## src/rtl/dct_serial_rx_if.sv

```systemverilog
// Serial sample input, block framing controls and parallel sample handshake toward the DCT core.
// master drives the stream and ready (upstream source plus core side); slave is the receiver.
interface dct_serial_rx_if #(parameter int DATA_W = 16);
   logic              valid;
   logic [2:0]        size;
   logic              sval;
   logic              sdat;
   logic [DATA_W-1:0] data;
   logic [4:0]        idx;
   logic              last;
   logic              dvalid;
   logic              dready;
   logic              busy;
   logic [2:0]        err;

   modport master (output valid, size, sval, sdat, dready,
                   input  data, idx, last, dvalid, busy, err);
   modport slave  (input  valid, size, sval, sdat, dready,
                   output data, idx, last, dvalid, busy, err);
endinterface

```

## src/rtl/dct_serial_rx.sv

```systemverilog
// Bit-serial to parallel sample deserialiser that frames 4/8/16/32-point blocks for the DCT32 core.
module dct_serial_rx #(
   parameter int DATA_W = 16
) (
   input logic             clk,
   input logic             rst_n,
   dct_serial_rx_if.slave  bus
);
   localparam int BW = $clog2(DATA_W);

   typedef enum logic [1:0] {IDLE, RECV, DRAIN} state_t;

   state_t            state, state_nx;
   logic [DATA_W-1:0] shreg;
   logic [BW-1:0]     bitcnt;
   logic [4:0]        n_m1;
   logic [4:0]        wcnt;
   logic              size_ok, xfer, word_done, load;

   always_comb begin
      size_ok   = (bus.size < 3'd4);
      xfer      = bus.dvalid & bus.dready;
      word_done = (state == RECV) & bus.sval & (bitcnt == BW'(DATA_W-1));
      // a completing word may replace the output slot in the same cycle it is taken
      load      = word_done & (~bus.dvalid | bus.dready);
   end

   always_ff @(posedge clk or negedge rst_n) begin
      if (!rst_n) state <= IDLE;
      else        state <= state_nx;
   end

   always_comb begin
      state_nx = state;
      case (state)
         IDLE:    if (bus.valid && size_ok)  state_nx = RECV;
         RECV:    if (load && wcnt == n_m1)  state_nx = DRAIN;
         DRAIN:   if (xfer && bus.last)      state_nx = IDLE;
         default: state_nx = IDLE;
      endcase
   end

   always_ff @(posedge clk or negedge rst_n) begin
      if (!rst_n) begin
         shreg      <= '0;
         bitcnt     <= '0;
         n_m1       <= '0;
         wcnt       <= '0;
         bus.data   <= '0;
         bus.idx    <= '0;
         bus.last   <= 1'b0;
         bus.dvalid <= 1'b0;
         bus.err    <= '0;
      end else begin
         if (state == IDLE && bus.valid) begin
            if (size_ok) begin
               n_m1    <= 5'((6'd4 << bus.size) - 6'd1);
               wcnt    <= '0;
               bitcnt  <= '0;
               bus.err <= '0;
            end else begin
               bus.err[2] <= 1'b1;
            end
         end

         if (state == RECV) begin
            if (bus.sval) begin
               shreg  <= {shreg[DATA_W-2:0], bus.sdat};
               bitcnt <= word_done ? '0 : bitcnt + BW'(1);
            end else if (bitcnt != '0) begin
               // mid-word gap: throw the partial word away, index stays put
               bus.err[0] <= 1'b1;
               bitcnt     <= '0;
            end
            if (word_done && !load) bus.err[1] <= 1'b1;
         end

         if (load) begin
            bus.data   <= {shreg[DATA_W-2:0], bus.sdat};
            bus.idx    <= wcnt;
            bus.last   <= (wcnt == n_m1);
            wcnt       <= wcnt + 5'd1;
            bus.dvalid <= 1'b1;
         end else if (xfer) begin
            bus.dvalid <= 1'b0;
         end
      end
   end

   assign bus.busy = (state != IDLE);

endmodule

```

## src/flat_wrapper.sv

```systemverilog
// flat-port wrapper written by rule: the top's interface ports become plain ports
module dct_serial_rx_flat 
#(
   parameter int DATA_W = 16
)
  (clk, rst_n, bus_valid, bus_size, bus_sval, bus_sdat, bus_dready, bus_data, bus_idx, bus_last, bus_dvalid, bus_busy, bus_err);
  dct_serial_rx_if #(.DATA_W(DATA_W)) bus_i ();
  input logic clk;
  input logic rst_n;
  input wire logic [$bits(bus_i.valid)-1:0] bus_valid;
  input wire logic [$bits(bus_i.size)-1:0] bus_size;
  input wire logic [$bits(bus_i.sval)-1:0] bus_sval;
  input wire logic [$bits(bus_i.sdat)-1:0] bus_sdat;
  input wire logic [$bits(bus_i.dready)-1:0] bus_dready;
  output wire logic [$bits(bus_i.data)-1:0] bus_data;
  output wire logic [$bits(bus_i.idx)-1:0] bus_idx;
  output wire logic [$bits(bus_i.last)-1:0] bus_last;
  output wire logic [$bits(bus_i.dvalid)-1:0] bus_dvalid;
  output wire logic [$bits(bus_i.busy)-1:0] bus_busy;
  output wire logic [$bits(bus_i.err)-1:0] bus_err;
  assign bus_i.valid = bus_valid;
  assign bus_i.size = bus_size;
  assign bus_i.sval = bus_sval;
  assign bus_i.sdat = bus_sdat;
  assign bus_i.dready = bus_dready;
  assign bus_data = bus_i.data;
  assign bus_idx = bus_i.idx;
  assign bus_last = bus_i.last;
  assign bus_dvalid = bus_i.dvalid;
  assign bus_busy = bus_i.busy;
  assign bus_err = bus_i.err;
  dct_serial_rx #(.DATA_W(DATA_W)) u_core (.clk(clk), .rst_n(rst_n), .bus(bus_i));
endmodule
```

## config.mk

```make
export PLATFORM = sky130hd
export DESIGN_NAME = dct_serial_rx_flat
export DESIGN_NICKNAME = d
export VERILOG_FILES = /design/src/rtl/dct_serial_rx_if.sv /design/src/rtl/dct_serial_rx.sv /design/src/flat_wrapper.sv
export SDC_FILE = /design/constraint.sdc
export NUM_CORES = 1
export LEC_CHECK = 0
export ABC_AREA = 1
export BUFFER_PORTS_ARGS = -buffer_cell sky130_fd_sc_hd__buf_2
export CAP_MARGIN = 20
export CORE_MARGIN = 3
export CORE_UTILIZATION = 29
export CTS_CLUSTER_SIZE = 8
export DETAILED_ROUTE_END_ITERATION = 8
export PLACE_DENSITY = 0.45
export SETUP_SLACK_MARGIN = 0.02
export SLEW_MARGIN = 10
export SYNTH_ARGS = -nofsm -noshare
export SYNTH_HDL_FRONTEND = slang
export SYNTH_SLANG_ARGS = --single-unit
```

## constraint.sdc

```tcl
create_clock -name clk -period 3.9 [get_ports clk]
set_input_delay 0 -clock clk [delete_from_list [all_inputs] [get_ports clk]]
set_output_delay 0 -clock clk [all_outputs]
set_load 0.01 [all_outputs]
```

; ---- After elaboration in Yosys (flattened, before gate mapping)
; Index checks and enable logic that the tools add are counted.
[totals]
ram_bits = 0
romBits = 0
output_inout_bits = 27
ff_bits = 57
latchBits = 0
mem_count = 0
inputBits = 9
[classes]
order_cmp = 1
n_eq_ne = 7
bitwise = 6
n_mul = 0
mux = 22
addsub = 3
n_shift = 1
reduce_logical = 16
div_mod_pow = 0
[ops]
columns = op, n
row1 = $mux 4, 6
row2 = $mux 5, 3
row3 = $mux 2, 6
row4 = $reduce_bool 2->1, 4
row5 = $mux 1, 6
row6 = $ne 2x1->1 const B, 3
row7 = $pmux 2 s3, 1
row8 = $reduce_and 2->1, 3
row9 = $add 5x1->5 const B, 1
row10 = $eq 5x5->1, 1
row11 = $logic_and 1x1->1, 5
row12 = $shl 3x3->5 const A, 1
row13 = $sub 5x1->5 const B, 1
row14 = $add 4x1->4 const B, 1
row15 = $and 1x1->1, 4
row16 = $eq 4x4->1 const B, 1
row17 = $reduce_bool 4->1, 1
row18 = $lt 3x3->1 const B, 1
row19 = $reduce_and 3->1, 1
row20 = $eq 2x1->1 const B, 1
row21 = $eq 2x2->1 const B, 1
row22 = $logic_not 2->1, 1
row23 = $logic_not 1->1, 1
row24 = $not 1->1, 1
row25 = $or 1x1->1, 1

; ---- Longest topological paths before layout
; Gate-level depths: netlist (run 1).
[logic_depth]
depth_word = 8
depth_mapped = 8

; ---- Worst setup path after synthesis (run 1)
; OpenSTA, ideal clock, no wires.
[synth_timing]
path_type = register to register
start = register u_core.bitcnt[0]
end = register u_core.bus.last
t_arrival_ns = 1.171
stages_incl_launch_ff = 8
path_buffers = 1
slack_ns = 2.609
path_cell_list = dfrtp_1 ha_1 nand2_2 nor2_4 nand3_4 buf_4 nand2_1 nand2_1
[synth_via]
elab_chain_len = 3
[synth_lines]
columns = element, line
row1 = start: declaration, dct_serial_rx.sv:15  ; logic [BW-1:0] bitcnt;
row2 = start signal: assignment, dct_serial_rx.sv:69  ; bitcnt <= word_done ? '0 : bitcnt + BW'(1);
row3 = $eq 4x4->1, dct_serial_rx.sv:23  ; word_done = (state == RECV) & bus.sval & (bitcnt == BW'(DATA_W-1));
row4 = $and 1x1->1, dct_serial_rx.sv:23
row5 = $and 1x1->1, dct_serial_rx.sv:25  ; load = word_done & (~bus.dvalid | bus.dready);
row6 = end signal: assignment, dct_serial_rx.sv:81  ; bus.last <= (wcnt == n_m1);
row7 = end: declaration, dct_serial_rx_if.sv:19  ; output data, idx, last, dvalid, busy, err);
; Every way passes these cells.
; A chain may end at the register's enable or synchronous reset.

; ---- Worst setup path after layout (run 1)
[layout_timing]
start = register u_core.state[1]
end = register u_core.state[0]
[layout_via]
elab_chain_len = 7
elab_cells_between_ends = 12
cone_classes = eq/ne (5) / mux (1) / bitwise (3) / reduce/logical (3)
[layout_lines]
columns = element, line
row1 = start: declaration, dct_serial_rx.sv:13  ; state_t state, state_nx;
row2 = start signal: assignment, dct_serial_rx.sv:30  ; else state <= state_nx;
row3 = $eq 2x1->1, "dct_serial_rx.sv:23, dct_serial_rx.sv:35"
row4 = $and 1x1->1 (2 in series), dct_serial_rx.sv:23
row5 = $and 1x1->1, dct_serial_rx.sv:25
row6 = $logic_and 1x1->1, dct_serial_rx.sv:37  ; RECV: if (load && wcnt == n_m1) state_nx = DRAIN;
row7 = $ne 2x1->1 (no line), --
row8 = $reduce_and 3->1 (no line), --
; Several ways; a longest one is shown, not always the timed one.

==> results.md, run 1 <==
* Pleak at 1.432 nW
* # fillers at 821
* Critical Path Start: u_core.state[1]$_DFFE_PN0P_
* Avg Cell Area, Syn at 9.209 sq um
* N_diodes at 0
* Mux cell area share after synthesis at 0
* Worst vdd ir at 0.1717 mV
* Type of the worst setup path: register to register
* Commonest cells post-synth: 78 x nand2_1, 56 x dfrtp_1, 32 x inv_1
* Yosys reg bits at 56
* CTS Sinks at 56
* Largest net degree at the start of global routing at 57
* Synth Area in Compound Gates at 0.1096
* Synth Warn # at 0
* Clk_lat worst skew at 0.31 ns
* Port buffer count at 35
* Number of CTS-inserted buffers at 5
* Area contributors post-synth: dfrtp_1 58%, nand2_1 12%, inv_1 4.9%
* Routed via count at 1712
* Most common cell in the netlist: nand2_1
* RSZ-0062 raised after global routing: no
* Clock transition at path regs at 0.10 ns
* Vias per cell at 4.227
* WL/cell at 11.30 um
* Initial Utilization at 0.3067
* Largest area contributor in the netlist: dfrtp_1
* Final WS setup at 1.829 ns
* TritonCTS clock tree: yes
* WP data required at 4.10 ns
* Post-Synth Adder-Cell Area at 0.02059
* Reg2reg start: u_core.state[1]$_DFFE_PN0P_
* Mapped Area at 2431 sq um
* FMAX at 482.8 MHz
* Hold_sp: bus_valid
* Maxcap violations at 0
* Slew @ Worst Pin at 0.7287 ns
* Setup TNS at 0 ns
* CTS Buffer Depth at 2
* Share of the synthesized area in the top cell type at 0.5764
* Slew Viols, Final at 0
* DIE AREA at 9518 sq um
* Cell variety after synth at 26
* Std-Cell Rows at 32
* Status: completed
* Worst Hold Class: input port to register
* Seq/Total Area, Yosys at 0.5764
* CP max stage cell: nand3_4
* Max incr delay on CP at 0.51 ns
* Nets at 315
* Bufs and invs on worst path at 2
* Worst Setup End Kind: register
* Tmin final at 2.071 ns
* Post-DRT Antenna Nets at 0
* Simple-gate share of the synthesized area at 0.1930
* Fin util at 0.3561
* Post-Syn Nets at 277
* Core area at 7928 sq um
* Top cell by count, worst path: nand2_1
* DP Wirelength at 3104 um
* GR Util All Layers at 0.09766
* Share of flip-flops with an asynchronous set or reset at 1.000
* Clk_skew at 0.005926 ns
* DRC Markers at 0
* EDFF count, synth at 0
* GRT overflow at 0
* Post-synthesis xor/xnor area fraction at 0.02162
* Pwr Total at 1.352 mW
* Largest family of logic cells by synthesized area: simple AND/OR/NAND/NOR gates
* 1st-iter DRT viols at 57
* Cell Chain, Critical Path: inv_2 -> nand2_2 -> nor2_8 -> nand3_4 -> inv_2 -> nand2_1 -> nand2_1 -> nand2_1
* Worst path top cell family by delay: simple AND/OR/NAND/NOR gates
* Cts repair resizes at 0
* Ports at 36
* Die span in y at 97.56 um
* CP startpoint kind: register
* Htree depth at 2
* Vias in the first global route at 1559
* Area Growth Syn to Fin at 16.11%
* Initial antenna violation count at 0
* Final Setup Violations at 0
* Crit-path max FO at 46
* Relative slew margins at 0.5142
* Final GP Congestion at 0.7678
* Post-Place Setup Slack at 1.812 ns
* Final Hold Viols at 0
* Main flop type after synthesis: dfrtp_1
* First-pass GRT wire length at 7645 um
* Crit path DAT at 2.27 ns
* Final Cycle Share at 0.5310
* Syn Inst Count at 264
* Initial DRT Pass Iterations at 4
* Die extent in x at 97.56 um
* Power Dens Cells at 478.8 nW/um^2
* Ratio of cells with drive above 1 in the final layout at 0.2046
* Root Buffer: clkbuf_8
* WL final at 4576 um
==> worst min-delay path, stage by stage <==
cell and delay, ns:
buf_2 0.11, nand3_2 0.10, o21ai_0 0.08
==> placed cells by master, fill, tap and decap left out <==
master / instances
buf_4: 1
nand2_1: 78
a21oi_1: 1
inv_2: 4
o21ai_0: 22
nor2_2: 1
nor2_1: 10
nor2_8: 1
bufinv_16: 1
xnor2_1: 2
o21ai_2: 6
buf_2: 35
or2_2: 1
xor2_1: 4
clkbuf_8: 5
nand3_1: 11
o21ai_1: 16
o22ai_1: 1
nand2_2: 2
inv_1: 32
clkbuf_1: 1
dfrtp_1: 56
ha_1: 4
dlygate4sd3_1: 3
nand3_4: 1
nor2_4: 1
clkinv_2: 1
nand3_2: 1
o22ai_2: 1
==> metrics by stage <==
step / hold slack [ns] / area (sq um) / instances
CTS: 0.01379 / 2823 / 405
global route: 0.02961 / 2823 / 405
floorplan: -0.2956 / 2431 / 264
detailed placement: 0.1944 / 2685 / 394
finish: 0.01827 / 2823 / 405
global placement: 0.1989 / 2685 / 394
==> worst paths after layout <==
check	end	slack, ns	depth (start not counted)
max in group asynchronous	u_core.shreg[6]$_DFFE_PN0P_	3.06	3
min reg2reg	u_core.bus.data[12]$_DFFE_PN0P_	0.49	2
min in group asynchronous	u_core.bus.dvalid$_DFFE_PN0P_	0.35	3
min	u_core.bus.err[2]$_DFFE_PN0N_	0.02	3
max reg2reg	u_core.state[0]$_DFFE_PN0P_	1.83	8
max	u_core.state[0]$_DFFE_PN0P_	1.83	8
==> registers in the layout (all words and copies together), names as in the netlist <==
signal	cells
u_core.bitcnt	4
u_core.n_m1	4
u_core.bus.err	3
u_core.wcnt	5
u_core.shreg	15
u_core.bus.dvalid	1
u_core.bus.data	16
u_core.state	2
u_core.bus.last	1
u_core.bus.idx	5
==> repair_timing <==
action	in CTS	in global routing
setup endpoints to repair	0	0
buffers inserted	0	0
endpoints found under the hold margin	60	0
hold buffers	3	0
==> cell type report <==
type                    instances  area [sq um]  share of cell area
well taps                     102         127.6             0.04521
clock buffers                   6         72.57             0.02571
multi-input cells             164         838.3              0.2970
flip-flops and latches         56          1401              0.4965
inverters                      36         135.1             0.04787
repair buffers                 39         212.7             0.07535
clock inverters                 2         35.03             0.01241
==> where the power goes <==
part	internal, mW	switching, mW	leakage, nW
clock	0.191	0.187	0.0552
combinational	0.0905	0.149	0.636
sequential	0.675	0.0588	0.741
==> kinds of logic (layout without fill, tap and decap cells) <==
| group | count (synthesis) | in the layout |
|---|---|---|
| AND/OR/NAND/NOR | 107 | 107 |
| flip-flops | 56 | 56 |
| AO/OA/AOI/OAI | 47 | 47 |
| buffers and inverters | 44 | 83 |
| XOR/XNOR | 6 | 6 |
| adder cells (fa/ha/maj) | 4 | 4 |
==> routing by layer <==
metal | GRT usage | wire, um | vias up
met2 | 0.1465 | 2020 | 26
li1 | - | - | 896
met1 | 0.1346 | 2328 | 785
met3 | 0.02728 | 168 | 5
met5 | 0 | 0 | -
met4 | 0.03514 | 58 | 0
Note: power is estimated with default switching activity, not from simulation.
==> inputs of run 2 (changes only) <==
==> constraint.sdc (replaced) <==
create_clock -name clk -period 2.1 [get_ports clk]
set_input_delay 0 -clock clk [delete_from_list [all_inputs] [get_ports clk]]
set_output_delay 0 -clock clk [all_outputs]
set_load 0.01 [all_outputs]
==> run 2 against run 1 <==
Against the previous run:
- worst setup slack lost 1.3 ns
- hold slack lost 0.0057 ns
- sequential power grew 87%
- wire length grew 3.6%
- via count grew 2.9%
- clock power grew 100%
- utilization grew 0.84 points
==> results.md, run 2 (synthesis results as in run 1) <==
* Switching Share at 0.2958
* Vias in the first global route at 1696
* DRC Markers at 0
* Top flop regs: u_core.bus.data x16, u_core.shreg x15
* Final WS setup at 0.5771 ns
* Initial DRT Pass Iterations at 4
* Top reg by flops: u_core.bus.data
* GR Util All Layers at 0.1065
* Initial antenna violation count at 0
* Endpoint of the lowest-slack register-to-register path: u_core.bus.data[10]$_DFFE_PN0P_
* Worst path top cell family by delay: simple AND/OR/NAND/NOR gates
* Number of CTS-inserted buffers at 5
* Final Setup Violations at 0
* Maxcap violations at 0
* Hold endpoint: u_core.bus.err[2]$_DFFE_PN0N_
* TritonCTS clock tree: yes
* WHS Path Cells at 3
* Tmin final at 1.523 ns
* Status: completed
* Nets at 320
* Slew Viols, Final at 0
* N_diodes at 0
* CTS Buffer Depth at 2
* Cts repair resizes at 0
* CTS Sinks at 56
* Area Growth Syn to Fin at 18.84%
* Sw Pwr at 0.7648 mW
* Worst Setup End Kind: register
* R2R cell count at 7
* CP max stage cell: dfrtp_1
* Relative slew margins at 0.5947
* Clk_lat worst skew at 0.31 ns
* WHS at 0.01252 ns
* FMAX at 656.7 MHz
* Worst path depth at 7
* Htree depth at 2
* Core area at 7928 sq um
* Hold_sp: bus_valid
* Final Hold Viols at 0
* Clk pwr share at 0.293
* Root Buffer: clkbuf_8
* GRT overflow at 0
* Initial Utilization at 0.3067
* DP Wirelength at 3400 um
* Ratio of cells with drive above 1 in the final layout at 0.2175
* RSZ-0062 raised after global routing: no
* Cts hold-fix bufs at 4
* Slew @ Worst Pin at 0.6079 ns
* WL final at 4742 um
* Post-DRT Antenna Nets at 0
* Die extent in x at 97.56 um
* Logic pwr share at 0.176
* Pwr Total at 2.585 mW
* Final GP Congestion at 0.7375
* Bufs and invs on worst path at 1
* Largest net degree at the start of global routing at 33
* Die span in y at 97.56 um
* WL/cell at 11.57 um
* Worst vdd ir at 0.2899 mV
* Power Dens Cells at 894.8 nW/um^2
* Clock transition at path regs at 0.10 ns
* First-pass GRT wire length at 8245 um
* # fillers at 855
* Crit-path max FO at 17
* Part of the power in registers at 0.531
* Clk_skew at 0.004666 ns
* Setup TNS at 0 ns
* Vias per cell at 4.295
* Routed via count at 1761
* Pleak at 1.466 nW
* Type of the worst setup path: register to register
* Most frequent cells in the layout: 78 x nand2_1, 56 x dfrtp_1, 35 x buf_2
* Setup slack, reg-to-reg at 0.58 ns
* Worst Hold Class: input port to register
* Setup Buffers After CTS at 0
* Post-Place Setup Slack at 0.5733 ns
* Internal power at 1.820 mW
* Std-Cell Rows at 32
* Crit path DAT at 1.73 ns
* Max incr delay on CP at 0.44 ns
* Most common cell after layout, fill and taps aside: nand2_1
* Final Cycle Share at 0.7252
* DIE AREA at 9518 sq um
* Critical Path Start: u_core.bitcnt[0]$_DFF_PN0_
* Ports at 36
* CP startpoint kind: register
* Cell Chain, Critical Path: ha_1 -> nand2_2 -> nor2_4 -> nand3_4 -> buf_4 -> nand2_1 -> o21ai_2
* Reg2reg start: u_core.bitcnt[0]$_DFF_PN0_
* 1st-iter DRT viols at 66
* Max reg flops at 16
* WP data required at 2.31 ns
* Port buffer count at 35
run 2: cell count changes in the layout (fill, tap and decap cells not counted):
cell	change
clkbuf_1	-1
clkbuf_8	+1
clkinv_2	-1
dlygate4sd3_1	+1
clkinv_4	+1
buf_12	+1
buf_4	+3
run 2: power groups by stage:
stage	clock network [mW]	logic [mW]	registers, mW
floorplan	0	0.327	1.37
global placement	0	0.460	1.39
detailed placement	0	0.462	1.40
CTS	0.798	0.471	1.37
global route	0.828	0.546	1.40
finish	0.756	0.456	1.37
run 2: cell type report:
type / instances / area (sq um) / area share
Clock buffer: 6 / 82.58 / 0.02858
Clock inverter: 2 / 38.79 / 0.01343
Inverter: 36 / 135.1 / 0.04677
Sequential cell: 56 / 1401 / 0.4851
Tap cell: 102 / 127.6 / 0.04417
Multi-Input combinational cell: 164 / 838.3 / 0.2902
Timing Repair Buffer: 44 / 265.3 / 0.09181
run 2: worst max path at each step:
stage,end,slack [ns]
3_5_place_dp,u_core.state[0]$_DFFE_PN0P_,0.57
5_1_grt,u_core.state[0]$_DFFE_PN0P_,0.41
4_1_cts,u_core.state[0]$_DFFE_PN0P_,0.55
2_1_floorplan,u_core.bus.last$_DFFE_PN0P_,0.81
6_report,u_core.bus.data[10]$_DFFE_PN0P_,0.58
3_3_place_gp,u_core.state[0]$_DFFE_PN0P_,0.58
run 2: per-stage QoR:
step	area (sq um)	std cells	util
after floorplan	2431	264	-
after global placement	2728	398	0.3441
after detailed placement	2728	398	0.3441
after CTS	2889	410	0.3644
after global routing	2889	410	0.3644
final	2889	410	0.3644
run 2: metal layers:
layer,track usage,up-vias,wire length [um]
li1,-,915,-
met1,0.1449,816,2377
met2,0.1645,24,2134
met3,0.02656,6,160
met4,0.03834,0,70
met5,0,-,0
run 2: tightest hold or removal path, delay by kind of cell:
family                 cells  cell delay (ns)
buffers and inverters      1             0.11
AND/OR/NAND/NOR            1             0.10
AO/OA/AOI/OAI              1             0.08
==> inputs of run 3 (changes only) <==
--- a/config.mk
+++ b/config.mk
@@ -5,14 +5,14 @@
 export SDC_FILE = /design/constraint.sdc
 export NUM_CORES = 1
 export LEC_CHECK = 0
-export ABC_AREA = 1
+export ABC_AREA = 0
 export BUFFER_PORTS_ARGS = -buffer_cell sky130_fd_sc_hd__buf_2
 export CAP_MARGIN = 20
 export CORE_MARGIN = 3
 export CORE_UTILIZATION = 29
 export CTS_CLUSTER_SIZE = 8
 export DETAILED_ROUTE_END_ITERATION = 8
-export PLACE_DENSITY = 0.45
+export PLACE_DENSITY = 0.47
 export SETUP_SLACK_MARGIN = 0.02
 export SLEW_MARGIN = 10
 export SYNTH_ARGS = -nofsm -noshare
==> constraint.sdc (replaced) <==
create_clock -name clk -period 1.3 [get_ports clk]
set_input_delay 0 -clock clk [delete_from_list [all_inputs] [get_ports clk]]
set_output_delay 0 -clock clk [all_outputs]
set_load 0.01 [all_outputs]
==> run 3 against run 2 <==
Against the previous run:
- the run now ends with negative setup slack left
- final cell count decreased by 4.4%
- combinational power increased by 13%
- synthesized cell count decreased by 19%
- critical endpoint is now u_core.bus.idx[3]$_DFFE_PN0P_
- largest cell class unchanged
==> results.md, run 3 <==
* Status: finished, violations left
* Violated checks: negative setup slack
* Routed via count at 1773
* Post-synthesis xor/xnor area fraction at 0.01435
* Top reg by flops: u_core.bus.data
* Top flop regs: u_core.bus.data x16, u_core.shreg x15
* Post-Syn Nets at 227
* Crit path DAT at 1.84 ns
* Clk_skew at 0.007658 ns
* Synth Area in Compound Gates at 0.06151
* Main flop type after synthesis: dfrtp_1
* Nets at 302
* WHS Path Cells at 3
* WP data required at 1.51 ns
* Simple-gate share of the synthesized area at 0.1820
* Most frequent cells in the layout: 56 x dfrtp_1, 49 x nand2_1, 35 x buf_2
* Pwr Total at 3.475 mW
* Final Setup Violations at 38
* Clock transition at path regs at 0.11 ns
* CTS Buffer Depth at 2
* Port buffer count at 35
* # fillers at 764
* Clk_lat worst skew at 0.32 ns
* Htree depth at 2
* Clk pwr share at 0.295
* Power Dens Cells at 998.1 nW/um^2
* 1st-iter DRT viols at 63
* Slew Viols, Final at 0
* Switching Share at 0.2790
* GR Util All Layers at 0.1155
* Total placed instance area at 2963 sq um
* Multi-input gate area at 1205 sq um
* DP Wirelength at 3326 um
* CP startpoint kind: register
* Seq/Total Area, Yosys at 0.5741
* Register Area at 1401 sq um
* Cell variety after synth at 45
* TritonCTS clock tree: yes
* Number of CTS-inserted buffers at 5
* DIE AREA at 9554 sq um
* Vias per cell at 4.523
* Final GP Congestion at 0.7594
* Area contributors post-synth: dfrtp_1 57%, nand2_1 8.6%, mux2_2 8.3%
* Largest family of logic cells by synthesized area: simple AND/OR/NAND/NOR gates
* Met3 routed WL at 179 um
* Synth Warn # at 0
* N_diodes at 0
* WHS at 0.02306 ns
* Worst Hold Class: input port to register
* Initial DRT Pass Iterations at 4
* Part of the power in registers at 0.557
* Ports at 36
* Pleak at 1.731 nW
* EDFF count, synth at 0
* Initial antenna violation count at 0
* Syn Inst Count at 214
* RSZ-0062 raised after global routing: yes
* Avg Cell Area, Syn at 11.41 sq um
* Relative slew margins at 0.7459
* Logic pwr share at 0.148
* Final Cycle Share at 1.255
* Max reg flops at 16
* Maxcap violations at 0
* Mux cell area share after synthesis at 0.1199
* Worst vdd ir at 0.5345 mV
* Largest net degree at the start of global routing at 57
* Type of the worst setup path: register to register
* Std-Cell Rows at 32
* Tmin final at 1.632 ns
* Setup TNS at -8.653 ns
* Final instance area at 3482 sq um
* Mapped Area at 2441 sq um
* Dpl cells at 367
* WL final at 5388 um
* Crit-path max FO at 4
* CTS Sinks at 56
* Internal power at 2.506 mW
* Share of the synthesized area in the top cell type at 0.5741
* Initial Utilization at 0.3079
* Sw Pwr at 0.9697 mW
* Max layer used: met4
* Share of flip-flops with an asynchronous set or reset at 1.000
* Post-DRT Antenna Nets at 0
* Vias in the first global route at 1784
* FMAX at 612.7 MHz
* Commonest cells post-synth: 56 x dfrtp_1, 56 x nand2_1, 18 x mux2_2
* Post-Place Setup Slack at -0.2767 ns
* Met1 WL at 2699 um
* First-pass GRT wire length at 9045 um
* WL/cell at 13.74 um
* Most common cell after layout, fill and taps aside: dfrtp_1
* GRT overflow at 0
* Final std cells w/o fill at 392
* Worst Setup End Kind: register
* DRC Markers at 0
* Post-Synth Adder-Cell Area at 0.02050
* Final Hold Viols at 0
* Die extent in x at 97.75 um
* Die span in y at 97.75 um
* Area Growth Syn to Fin at 42.64%
* Final WS setup at -0.3321 ns
* R2R cell count at 5
* Largest area contributor in the netlist: dfrtp_1
* Slew @ Worst Pin at 0.3808 ns
* Yosys reg bits at 56
* Met2 routed WL at 2424 um
* Core area at 7928 sq um
* Ratio of cells with drive above 1 in the final layout at 0.4793
* Fin util at 0.4392
* Root Buffer: clkbuf_8
[run 3: cell count changes after synthesis, sizes merged, moves of 3 or more]
cell    previous run  this run
inv               36         5
mux2               0        22
mux2i              0         3
nand2             80        56
nand2b             0         4
nand3             13         8
nor2              13         3
o21ai             44         6
o31ai              0         3
or3                0         3
xor2               4         0
[run 3: final timing paths]
check                                             start                            end  slack, ns
max                          u_core.bitcnt[1]$_DFF_PN0_  u_core.bus.idx[3]$_DFFE_PN0P_      -0.33
min                                           bus_valid     u_core.n_m1[2]$_DFFE_PN0P_       0.02
max reg2reg                  u_core.bitcnt[1]$_DFF_PN0_  u_core.bus.idx[3]$_DFFE_PN0P_      -0.33
min reg2reg                u_core.shreg[14]$_DFFE_PN0P_   u_core.shreg[14]$_DFFE_PN0P_       0.50
max in group asynchronous                         rst_n    u_core.shreg[3]$_DFFE_PN0P_       0.84
min in group asynchronous                         rst_n  u_core.bus.idx[2]$_DFFE_PN0P_       0.21
[run 3: critical path, cell delays in order (launching register included)]
cell	delay (ns)
dfrtp_1	0.40
ha_4	0.16
nand3_4	0.09
or3_4	0.43
buf_6	0.15
mux2_4	0.28
[run 3: power groups by stage]
stage	clock (mW)	sequential, mW	combinational [mW]
after floorplan	0	1.96	0.205
after global placement	0	1.97	0.412
after detailed placement	0	1.97	0.416
after CTS	1.07	1.93	0.475
after global routing	1.12	1.96	0.584
final	1.02	1.94	0.516
[run 3: cell type report]
| type | count | share of cell area |
|---|---|---|
| clock buffers | 5 | 0.01976 |
| clock inverters | 3 | 0.007905 |
| inverters | 5 | 0.005390 |
| multi-input cells | 144 | 0.3460 |
| flip-flops and latches | 56 | 0.4024 |
| well taps | 102 | 0.03665 |
| repair buffers | 77 | 0.1818 |
[run 3: routing by layer]
layer  GRT usage  vias to the layer above
met3     0.02286                        7
met4     0.03727                        0
met2      0.1766                       31
met1      0.1652                      854
met5           0                        -
li1            -                      881
[run 3: logic make-up (layout without fill, tap and decap cells)]
kind of cell / after synthesis / count (layout)
AOI/OAI and AO/OA: 22 / 22
xor gates and xnor gates: 4 / 4
adders and majority gates: 4 / 4
buffers and inverters: 14 / 90
DFF: 56 / 56
muxes: 25 / 25
and+or+nand+nor: 89 / 89
[run 3: what timing repair did]
item	in CTS	in global routing
hold buffers	4	0
buffers inserted	7	5
hold endpoints to repair	61	0
cloned	1	1
setup endpoints to repair	39	53
pin swaps	10	6
resized for setup	33	34
